[config.mk]
export PLATFORM = sky130hd
export DESIGN_NAME = ipv4_encap
export DESIGN_NICKNAME = d
export VERILOG_FILES = /design/src/rtl/ipv4_encap.sv
export SDC_FILE = /design/constraint.sdc
export NUM_CORES = 1
export LEC_CHECK = 0
export CAP_MARGIN = 20
export CORE_MARGIN = 2
export CORE_UTILIZATION = 55
export DETAILED_ROUTE_END_ITERATION = 8
export PLACE_DENSITY = 0.68
export SYNTH_ARGS = -nofsm -noshare
export SYNTH_HDL_FRONTEND = slang
export SYNTH_SLANG_ARGS = --single-unit
[constraint.sdc]
create_clock -name clk -period 9.85 [get_ports clk]
set_input_delay 2.4625 -clock clk [delete_from_list [all_inputs] [get_ports clk]]
set_output_delay 2.4625 -clock clk [all_outputs]
set_load 0.01 [all_outputs]
[src/rtl/ipv4_encap.sv]
// IPv4 encapsulation: buffers one UDP datagram, then emits a 20-byte IPv4 header plus payload.
// Optional IPV4_ENCAP_STATS_EN adds saturating tx_count/drop_count outputs.
module ipv4_encap #(
  parameter logic [31:0] SRC_IP  = 32'hC0A8010A,
  parameter logic [31:0] DST_IP  = 32'hC0A80114,
  parameter logic [7:0]  TTL     = 8'd64,
  parameter int unsigned MAX_LEN = 64,
  parameter int unsigned ADDR_W  = 6
) (
  input  logic        clk,
  input  logic        rst_n,
  input  logic [7:0]  udp_data,
  input  logic        udp_valid,
  output logic [7:0]  ip_data,
  output logic        ip_valid,
  output logic        ip_last,
  input  logic        ip_ready,
`ifdef IPV4_ENCAP_STATS_EN
  output logic [15:0] tx_count,
  output logic [15:0] drop_count,
`endif
  output logic        busy,
  output logic        drop
);

  typedef logic [ADDR_W:0] cnt_t;
  typedef enum logic [2:0] {StIdle, StCapture, StCsum, StHdr, StPayload} state_e;

  localparam cnt_t MaxCnt   = cnt_t'(MAX_LEN);
  localparam cnt_t MinCnt   = cnt_t'(8);
  localparam cnt_t CsumLast = cnt_t'(9);
  localparam cnt_t HdrLast  = cnt_t'(19);

  state_e      state_q;
  cnt_t        count_q;
  cnt_t        idx_q;
  logic        ovf_q;
  logic        ign_q;
  logic [15:0] acc_q;
  logic [15:0] ident_q;
  logic [7:0]  buffer_q [MAX_LEN];

  logic        buf_we;
  logic [ADDR_W-1:0] buf_addr;
  logic [15:0] tot_len;
  logic [15:0] csum_word;
  logic [16:0] csum_sum;
  logic [15:0] csum_fold;
  logic [15:0] ck;
  logic [7:0]  hdr_byte;

  assign busy     = (state_q != StIdle);
  assign tot_len  = 16'(count_q) + 16'd20;
  assign ck       = ~acc_q;
  assign csum_sum = {1'b0, acc_q} + {1'b0, csum_word};
  // End-around carry keeps the running sum in ones' complement form.
  assign csum_fold = csum_sum[15:0] + {15'b0, csum_sum[16]};

  assign buf_we   = ((state_q == StIdle) && udp_valid && !ign_q) ||
                    ((state_q == StCapture) && udp_valid && (count_q != MaxCnt));
  assign buf_addr = (state_q == StIdle) ? '0 : count_q[ADDR_W-1:0];

  always_comb begin
    csum_word = 16'h0000;
    case (idx_q[3:0])
      4'd0:    csum_word = 16'h4500;
      4'd1:    csum_word = tot_len;
      4'd2:    csum_word = ident_q;
      4'd3:    csum_word = 16'h4000;
      4'd4:    csum_word = {TTL, 8'h11};
      4'd6:    csum_word = SRC_IP[31:16];
      4'd7:    csum_word = SRC_IP[15:0];
      4'd8:    csum_word = DST_IP[31:16];
      4'd9:    csum_word = DST_IP[15:0];
      default: csum_word = 16'h0000;
    endcase
  end

  always_comb begin
    hdr_byte = 8'h00;
    case (idx_q[4:0])
      5'd0:    hdr_byte = 8'h45;
      5'd2:    hdr_byte = tot_len[15:8];
      5'd3:    hdr_byte = tot_len[7:0];
      5'd4:    hdr_byte = ident_q[15:8];
      5'd5:    hdr_byte = ident_q[7:0];
      5'd6:    hdr_byte = 8'h40;
      5'd8:    hdr_byte = TTL;
      5'd9:    hdr_byte = 8'h11;
      5'd10:   hdr_byte = ck[15:8];
      5'd11:   hdr_byte = ck[7:0];
      5'd12:   hdr_byte = SRC_IP[31:24];
      5'd13:   hdr_byte = SRC_IP[23:16];
      5'd14:   hdr_byte = SRC_IP[15:8];
      5'd15:   hdr_byte = SRC_IP[7:0];
      5'd16:   hdr_byte = DST_IP[31:24];
      5'd17:   hdr_byte = DST_IP[23:16];
      5'd18:   hdr_byte = DST_IP[15:8];
      5'd19:   hdr_byte = DST_IP[7:0];
      default: hdr_byte = 8'h00;
    endcase
  end

  always_ff @(posedge clk) begin
    if (buf_we) buffer_q[buf_addr] <= udp_data;
  end

  always_ff @(posedge clk or negedge rst_n) begin
    if (!rst_n) begin
      state_q  <= StIdle;
      count_q  <= '0;
      idx_q    <= '0;
      ovf_q    <= 1'b0;
      ign_q    <= 1'b0;
      acc_q    <= 16'h0000;
      ident_q  <= 16'h0000;
      ip_data  <= 8'h00;
      ip_valid <= 1'b0;
      ip_last  <= 1'b0;
      drop     <= 1'b0;
    end else begin
      drop <= 1'b0;
      // A datagram arriving while a packet is in flight is tracked independently of the FSM.
      if (ign_q && !udp_valid) begin
        ign_q <= 1'b0;
        drop  <= 1'b1;
      end else if (udp_valid && (state_q inside {StCsum, StHdr, StPayload})) begin
        ign_q <= 1'b1;
      end

      case (state_q)
        StIdle: begin
          if (udp_valid && !ign_q) begin
            count_q <= cnt_t'(1);
            ovf_q   <= 1'b0;
            state_q <= StCapture;
          end
        end
        StCapture: begin
          if (udp_valid) begin
            if (count_q == MaxCnt) ovf_q <= 1'b1;
            else count_q <= count_q + cnt_t'(1);
          end else if (ovf_q || (count_q < MinCnt)) begin
            drop    <= 1'b1;
            state_q <= StIdle;
          end else begin
            idx_q   <= '0;
            acc_q   <= 16'h0000;
            state_q <= StCsum;
          end
        end
        StCsum: begin
          acc_q <= csum_fold;
          if (idx_q == CsumLast) begin
            idx_q   <= '0;
            state_q <= StHdr;
          end else begin
            idx_q <= idx_q + cnt_t'(1);
          end
        end
        StHdr: begin
          if (!ip_valid || ip_ready) begin
            ip_data  <= hdr_byte;
            ip_valid <= 1'b1;
            if (idx_q == HdrLast) begin
              idx_q   <= '0;
              state_q <= StPayload;
            end else begin
              idx_q <= idx_q + cnt_t'(1);
            end
          end
        end
        StPayload: begin
          if (ip_valid && ip_ready && ip_last) begin
            ip_valid <= 1'b0;
            ip_last  <= 1'b0;
            ident_q  <= ident_q + 16'd1;
            state_q  <= StIdle;
          end else if (!ip_valid || ip_ready) begin
            ip_data  <= buffer_q[idx_q[ADDR_W-1:0]];
            ip_valid <= 1'b1;
            ip_last  <= (idx_q == (count_q - cnt_t'(1)));
            idx_q    <= idx_q + cnt_t'(1);
          end
        end
        default: state_q <= StIdle;
      endcase
    end
  end

`ifdef IPV4_ENCAP_STATS_EN
  always_ff @(posedge clk or negedge rst_n) begin
    if (!rst_n) begin
      tx_count   <= 16'h0000;
      drop_count <= 16'h0000;
    end else begin
      if ((state_q == StPayload) && ip_valid && ip_ready && ip_last && (tx_count != 16'hFFFF))
        tx_count <= tx_count + 16'd1;
      if (drop && (drop_count != 16'hFFFF)) drop_count <= drop_count + 16'd1;
    end
  end
`endif

endmodule

==> results of run 1 <==
power groups by stage:
stage / combinational [mW] / clock, mW / sequential [mW]
after floorplan: 1.26 / 0 / 2.83
after global placement: 1.63 / 0 / 2.96
after detailed placement: 1.65 / 0 / 2.96
after CTS: 1.66 / 2.16 / 2.91
after global routing: 1.80 / 2.25 / 2.93
final: 1.67 / 2.13 / 2.90
worst register-to-register path, cell delays in order, from the launching register on:
cell and delay (ps):
dfrtp_4 1070, inv_1 160, ha_1 340, nand2_1 140
nor2_1 110, a31oi_1 210, o21ai_0 110, ha_1 240
fa_1 430, a211oi_1 330, o21ai_1 190, a221o_1 370
a31o_1 220, a21oi_1 150, o21bai_1 70, a21o_1 190
ha_1 220, nand3_1 120, or3_1 160, or2_2 120
a21oi_1 60, a221oi_1 320, xor2_1 170, o21ai_1 70
cell families (layout without fill, tap and decap cells):
family          count (synthesis)  after routing  share of synthesized area, %
simple gates                  323            323                         6.104
fa+ha+maj                      29             29                         1.508
compound gates                177            177                         4.657
xor+xnor                       49             49                         1.748
buf+inv                        89            161                         1.523
mux                           171            171                         15.53
flops                         574            574                         68.93
cells in the mapped netlist (all sizes together), types with 11 or more instances:
cell,n
inv,16
nand2,78
nor2b,13
xnor2,30
nand3,31
nor3,19
o21ai,52
clkbuf,47
o22ai,11
buf,25
and3,11
ha,28
edfxtp,512
a21oi,39
dfrtp,62
nor2,115
xor2,19
mux4,168
worst paths after layout:
kind	end	start	depth (start not counted)	slack (ps)
max	acc_q[5]$_DFFE_PN0P_	idx_q[0]$_DFFE_PN0P_	23	4150
min	ovf_q$_DFFE_PN0P_	ovf_q$_DFFE_PN0P_	2	510
min in group asynchronous	acc_q[11]$_DFFE_PN0P_	rst_n	2	2040
max reg2reg	acc_q[5]$_DFFE_PN0P_	idx_q[0]$_DFFE_PN0P_	23	4150
max in group asynchronous	idx_q[3]$_DFFE_PN0P_	rst_n	2	7170
min reg2reg	ovf_q$_DFFE_PN0P_	ovf_q$_DFFE_PN0P_	2	510
per-layer routing:
metal / GRT usage [%] / wire length, um / up-vias
met5: 0 / 0 / -
met4: 7.379 / 1446 / 0
met3: 3.723 / 3570 / 87
met2: 37.88 / 26030 / 507
met1: 36.98 / 24350 / 6910
li1: - / - / 5716
sequential cells by signal, summed over array words and instances, names as in the netlist, 3 cells and up:
name and count:
buffer_q 512, acc_q 16, ip_data 8, state_q 3, ident_q 16, count_q 7
idx_q 7
per-stage QoR:
| stage | cell area (um^2) | util, % |
|---|---|---|
| final | 27170 | 61.57 |
| after global routing | 27170 | 61.57 |
| after CTS | 27140 | 61.51 |
| after detailed placement | 25310 | 57.35 |
| after global placement | 25310 | 57.35 |
| after floorplan | 24560 | - |
final cells by class:
class                           instances  area, um^2  share of cell area [%]
Inverter                               17       63.81                  0.2349
Clock inverter                         32       312.8                   1.151
Timing Repair Buffer                   40       332.8                   1.225
Sequential cell                       574       16940                   62.34
Multi-Input combinational cell        749        7257                   26.71
Clock buffer                           72        1524                   5.609
Tap cell                              592       740.7                   2.726
==> results.py, run 1 <==
metrics = {
    "finish": {
        "antenna_cells": 0,
        "fillers": 3203,
        "fin_cells": 2076,
        "syn2layout_area_growth_pct": 10.64,
        "mostFrequentLayoutCells": "edfxtp_1, mux4_2, nor2_1, nand2_1",
        "fin_nets": 1480,
        "drive_gt1_share_pct": 19.68,
        "mostFrequentLayoutCell": "edfxtp_1",
    },
    "drt": {
        "vias": 13220,
        "antenna_left": 0,
        "via_per_inst": 6.368,
        "wl_um": 55400,
        "drt_first_pass_iters": 5,
        "drc": 0,
        "wl_per_cell_um": 26.69,
        "drtIter0Drc": 1481,
    },
    "worst_setup_path": {
        "required_ps": 10340,
        "crit_buf_inv": 1,
        "path_class": "reg -> reg",
        "cp_common_cell": "ha_1",
        "crit_fanout": 50,
        "cpPeakStageDelay_ps": 1070,
        "worstPathCellList": "inv_1, ha_1, nand2_1, nor2_1, a31oi_1, o21ai_0, ha_1, fa_1, a211oi_1, o21ai_1, a221o_1, a31o_1, a21oi_1, o21bai_1, a21o_1, ha_1, nand3_1, or3_1, or2_2, a21oi_1, a221oi_1, xor2_1, o21ai_1",
        "cp-start-kind": "flop",
        "cp_top_family": "compound AO/OA/AOI/OAI gates",
        "arrival_ps": 6190,
        "cp_slowest_cell": "dfrtp_4",
        "critPathCaptureType": "flop",
    },
    "power_and_ir_drop": {
        "leakagePower_nw": 8.719,
        "finalPower_mw": 6.702,
        "ir_drop_mv": 0.1708,
        "p_switching_mw": 1.990,
        "clockPowerShare_pct": 31.8,
        "power_frac_seq_pct": 43.3,
        "pwr-share-comb_pct": 24.9,
        "intPower_mw": 4.713,
        "swShare_pct": 29.68,
        "powerDensity_nw_per_um2": 246.7,
    },
    "clock_tree": {
        "clk_pin_slew_ps": 60,
        "clkLatencyLatePin_ps": 620,
        "cts_setup_buffers": 0,
        "cts.path.max_buffers": 3,
        "cts_buffers": 57,
        "clock_sinks": 574,
        "hold_buffers": 0,
        "cts_resized": 0,
        "h-tree-depth": 2,
        "cts_root_buf": "clkbuf_16",
        "cts_tree": "built",
    },
    "global_route": {
        "grt_usage_pct": 24.59,
        "grt_max_degree": 71,
        "antenna_found_initial": 0,
        "grt_first_pass_wirelength_um": 84860,
        "grt_pass1_vias": 13232,
        "grt_overflow": 0,
    },
    "timing": {
        "tightest_slew_ps": 1034,
        "period_needed_ps": 5699,
        "final.setup.worst_slack_ps": 4151,
        "hold_viol": 0,
        "whs_ps": 505.3,
        "slew_viol_final": 0,
        "grt_setup_unrepaired": "false",
        "skew_ps": 15.98,
        "finalSetupViolations": 0,
        "slew_headroom_pct": 31.04,
        "max_freq_mhz": 175.5,
        "setup-tns-final_ps": 0,
        "min_period_over_period_pct": 57.86,
    },
    "place": {
        "pre_cts_slack_ps": 4082,
        "hpwl_um": 35130,
        "gp_congestion": 0.8984,
        "io_buffers": 23,
        "dp.cells": 1971,
    },
    "synth": {
        "synth_area_leader_cell": "edfxtp_1",
        "synthArstFlopShare_pct": 10.80,
        "syn-cell-area_um2": 24560,
        "synthesis.nets": 1453,
        "synth_area_leaders": "edfxtp_1, mux4_2, dfrtp_1",
        "synthCells": 1412,
        "ys_seq_elements": 574,
        "yosysSeqAreaShare_pct": 68.93,
        "ys_types": 65,
        "synth_top_cell_area_share_pct": 62.61,
        "synth_edf_count": 512,
        "synthFlopType": "edfxtp_1",
        "synth.avg_cell_area_um2": 17.39,
        "ys_warn_count": 0,
    },
    "die": {
        "core.rowCount": 77,
        "fp.dieW_um": 215.3,
        "start_util_pct": 55.65,
        "fp.dieH_um": 215.3,
        "die_area_um2": 46360,
        "core_area_um2": 44120,
        "ioPinCount": 24,
    },
    "run": {
        "drv_cap": 0,
    },
    "run_status": {
        "status": "finished, final reports clean",
    },
    "hold_path": {
        "hold_path.class": "reg -> reg",
    },
}
(Power assumes the default switching activity.)
==> run 2: changes to the inputs <==
clock period = 5.5 ns   (was 9.85 ns; I/O delays follow)
==> run 2 against run 1 <==
  * Sequential power up 75%
  * First-iteration DRC count increased by 7.3%
  * Hold slack got worse by 2.5 ps
  * Count of clock-buffer cells in the layout shrank 5
  * Fmax increased by 15%
  * Routed wire length increased by 0.33%
  * Global-route usage up 0.098 points
  * Critical path depth down 4
  * Worst setup slack got worse by 3600 ps
  * Clock skew about the same
  * Power grew 77%
  * Largest power group unchanged
  * Highest routed layer unchanged
==> results.py, run 2 (synthesis results as in run 1) <==
metrics = {
    "finish": {
        "utilization_pct": 61.98,
        "syn2layout_area_growth_pct": 11.36,
        "regMostFlops": "buffer_q",
        "largestRegisters": "buffer_q (512), acc_q (16), ident_q (16)",
        "antenna_cells": 0,
        "mostFrequentLayoutCell": "edfxtp_1",
        "fin_nets": 1505,
        "mostFrequentLayoutCells": "edfxtp_1, mux4_2, nor2_1, nand2_1, dfrtp_1",
        "drive_gt1_share_pct": 20.84,
        "largest_register_ffs": 512,
    },
    "drt": {
        "wl_per_cell_um": 26.48,
        "dr_wl_met2_um": 25480,
        "drc": 0,
        "wl_um": 55580,
        "drtIter0Drc": 1589,
        "top_layer_used": "met4",
        "vias": 13188,
        "wl_met3_um": 4412,
        "drt_first_pass_iters": 5,
        "antenna_left": 0,
        "drt-met1-wl_um": 24140,
        "via_per_inst": 6.283,
    },
    "clock_tree": {
        "hold_buffers": 0,
        "clock_sinks": 574,
        "cts_tree": "built",
        "h-tree-depth": 2,
        "cts_root_buf": "clkbuf_16",
        "cts_buffers": 56,
        "cts.path.max_buffers": 3,
        "clkLatencyLatePin_ps": 610,
        "cts_resized": 0,
        "clk_pin_slew_ps": 70,
        "cts_setup_buffers": 0,
    },
    "place": {
        "io_buffers": 23,
        "hpwl_um": 34940,
        "pre_cts_slack_ps": 622.9,
        "gp_congestion": 0.9220,
    },
    "power_and_ir_drop": {
        "ir_drop_mv": 0.2792,
        "clockPowerShare_pct": 31.1,
        "powerDensity_nw_per_um2": 434.7,
        "leakagePower_nw": 8.849,
        "power_frac_seq_pct": 42.7,
        "pwr-share-comb_pct": 26.2,
        "intPower_mw": 8.330,
        "swShare_pct": 29.92,
        "p_switching_mw": 3.556,
    },
    "timing": {
        "hold_viol": 0,
        "skew_ps": 16.35,
        "setup-tns-final_ps": 0,
        "tightest_slew_ps": 991.9,
        "slew_viol_final": 0,
        "max_freq_mhz": 202.3,
        "min_period_over_period_pct": 89.87,
        "period_needed_ps": 4943,
        "final.setup.worst_slack_ps": 557.2,
        "slew_headroom_pct": 33.87,
        "grt_setup_unrepaired": "false",
        "finalSetupViolations": 0,
    },
    "run": {
        "drv_cap": 0,
    },
    "die": {
        "die_area_um2": 46360,
        "fp.dieH_um": 215.3,
        "start_util_pct": 55.65,
        "core.rowCount": 77,
        "fp.dieW_um": 215.3,
        "ioPinCount": 24,
        "core_area_um2": 44120,
    },
    "run_status": {
        "status": "finished, final reports clean",
    },
    "global_route": {
        "grt_overflow": 0,
        "antenna_found_initial": 0,
        "grt_usage_pct": 24.69,
        "grt_pass1_vias": 13039,
        "grt_first_pass_wirelength_um": 84350,
        "grt_max_degree": 132,
    },
    "worst_setup_path": {
        "cp-start-kind": "flop",
        "required_ps": 5990,
        "path_class": "reg -> reg",
        "arrival_ps": 5440,
        "crit_fanout": 16,
        "critPathCaptureType": "flop",
    },
    "hold_path": {
        "hold_path.class": "reg -> reg",
    },
}
run 2: final timing paths:
path / slack, ps / endpoint / depth (start not counted) / startpoint
setup / recovery: 560 / acc_q[5]$_DFFE_PN0P_ / 19 / idx_q[3]$_DFFE_PN0P_
hold / removal: 500 / ovf_q$_DFFE_PN0P_ / 2 / ovf_q$_DFFE_PN0P_
setup reg to reg: 560 / acc_q[5]$_DFFE_PN0P_ / 19 / idx_q[3]$_DFFE_PN0P_
hold reg to reg: 500 / ovf_q$_DFFE_PN0P_ / 2 / ovf_q$_DFFE_PN0P_
max in group asynchronous: 3770 / ident_q[7]$_DFFE_PN0P_ / 2 / rst_n
min in group asynchronous: 800 / ip_last$_DFFE_PN0P_ / 1 / rst_n
run 2: worst max-delay path: stages, from the launching register on:
cell and delay [ps]:
dfrtp_4 570, nor2_1 600, nand2_1 290, o211ai_1 260, ha_1 320, a211oi_1 340
o21ai_1 180, a221o_1 370, a31o_1 220, a21oi_1 140, o21bai_1 80, a21o_1 200
ha_1 210, nand3_1 110, or3_1 160, or2_2 120, a21oi_1 60, a221oi_1 340
xor2_1 180, o21ai_1 70
run 2: cell type report:
type,count,area (um^2)
clock inverters,34,300.3
fillers,3250,16780
well taps,592,740.7
flip-flops and latches,574,16940
repair buffers,66,583.1
clock buffers,67,1464
inverters,17,63.81
multi-input cells,749,7257
run 2: power by group through the flow:
stage / clock network (mW) / registers (mW) / logic, mW
floorplan: 0 / 5.06 / 2.26
global placement: 0 / 5.16 / 3.09
detailed placement: 0 / 5.16 / 3.12
CTS: 3.76 / 5.08 / 3.12
global route: 3.91 / 5.10 / 3.39
finish: 3.69 / 5.08 / 3.11
run 2: stage by stage:
step                      hold WS (ps)  cells  instance area (um^2)  power [mW]
after floorplan                  454.6   1412                 24560       7.324
after global placement           474.4   1993                 25480       8.253
after detailed placement         483.5   1993                 25480       8.281
after CTS                        499.3   2094                 27250       11.95
after global routing             524.0   2099                 27350       12.39
final                            502.9   2099                 27350       11.89
run 2: metal layers:
layer / global-route usage [%] / up-vias
met4: 7.793 / 0
li1: - / 5772
met2: 36.53 / 513
met3: 4.784 / 82
met1: 37.66 / 6821
met5: 0 / -
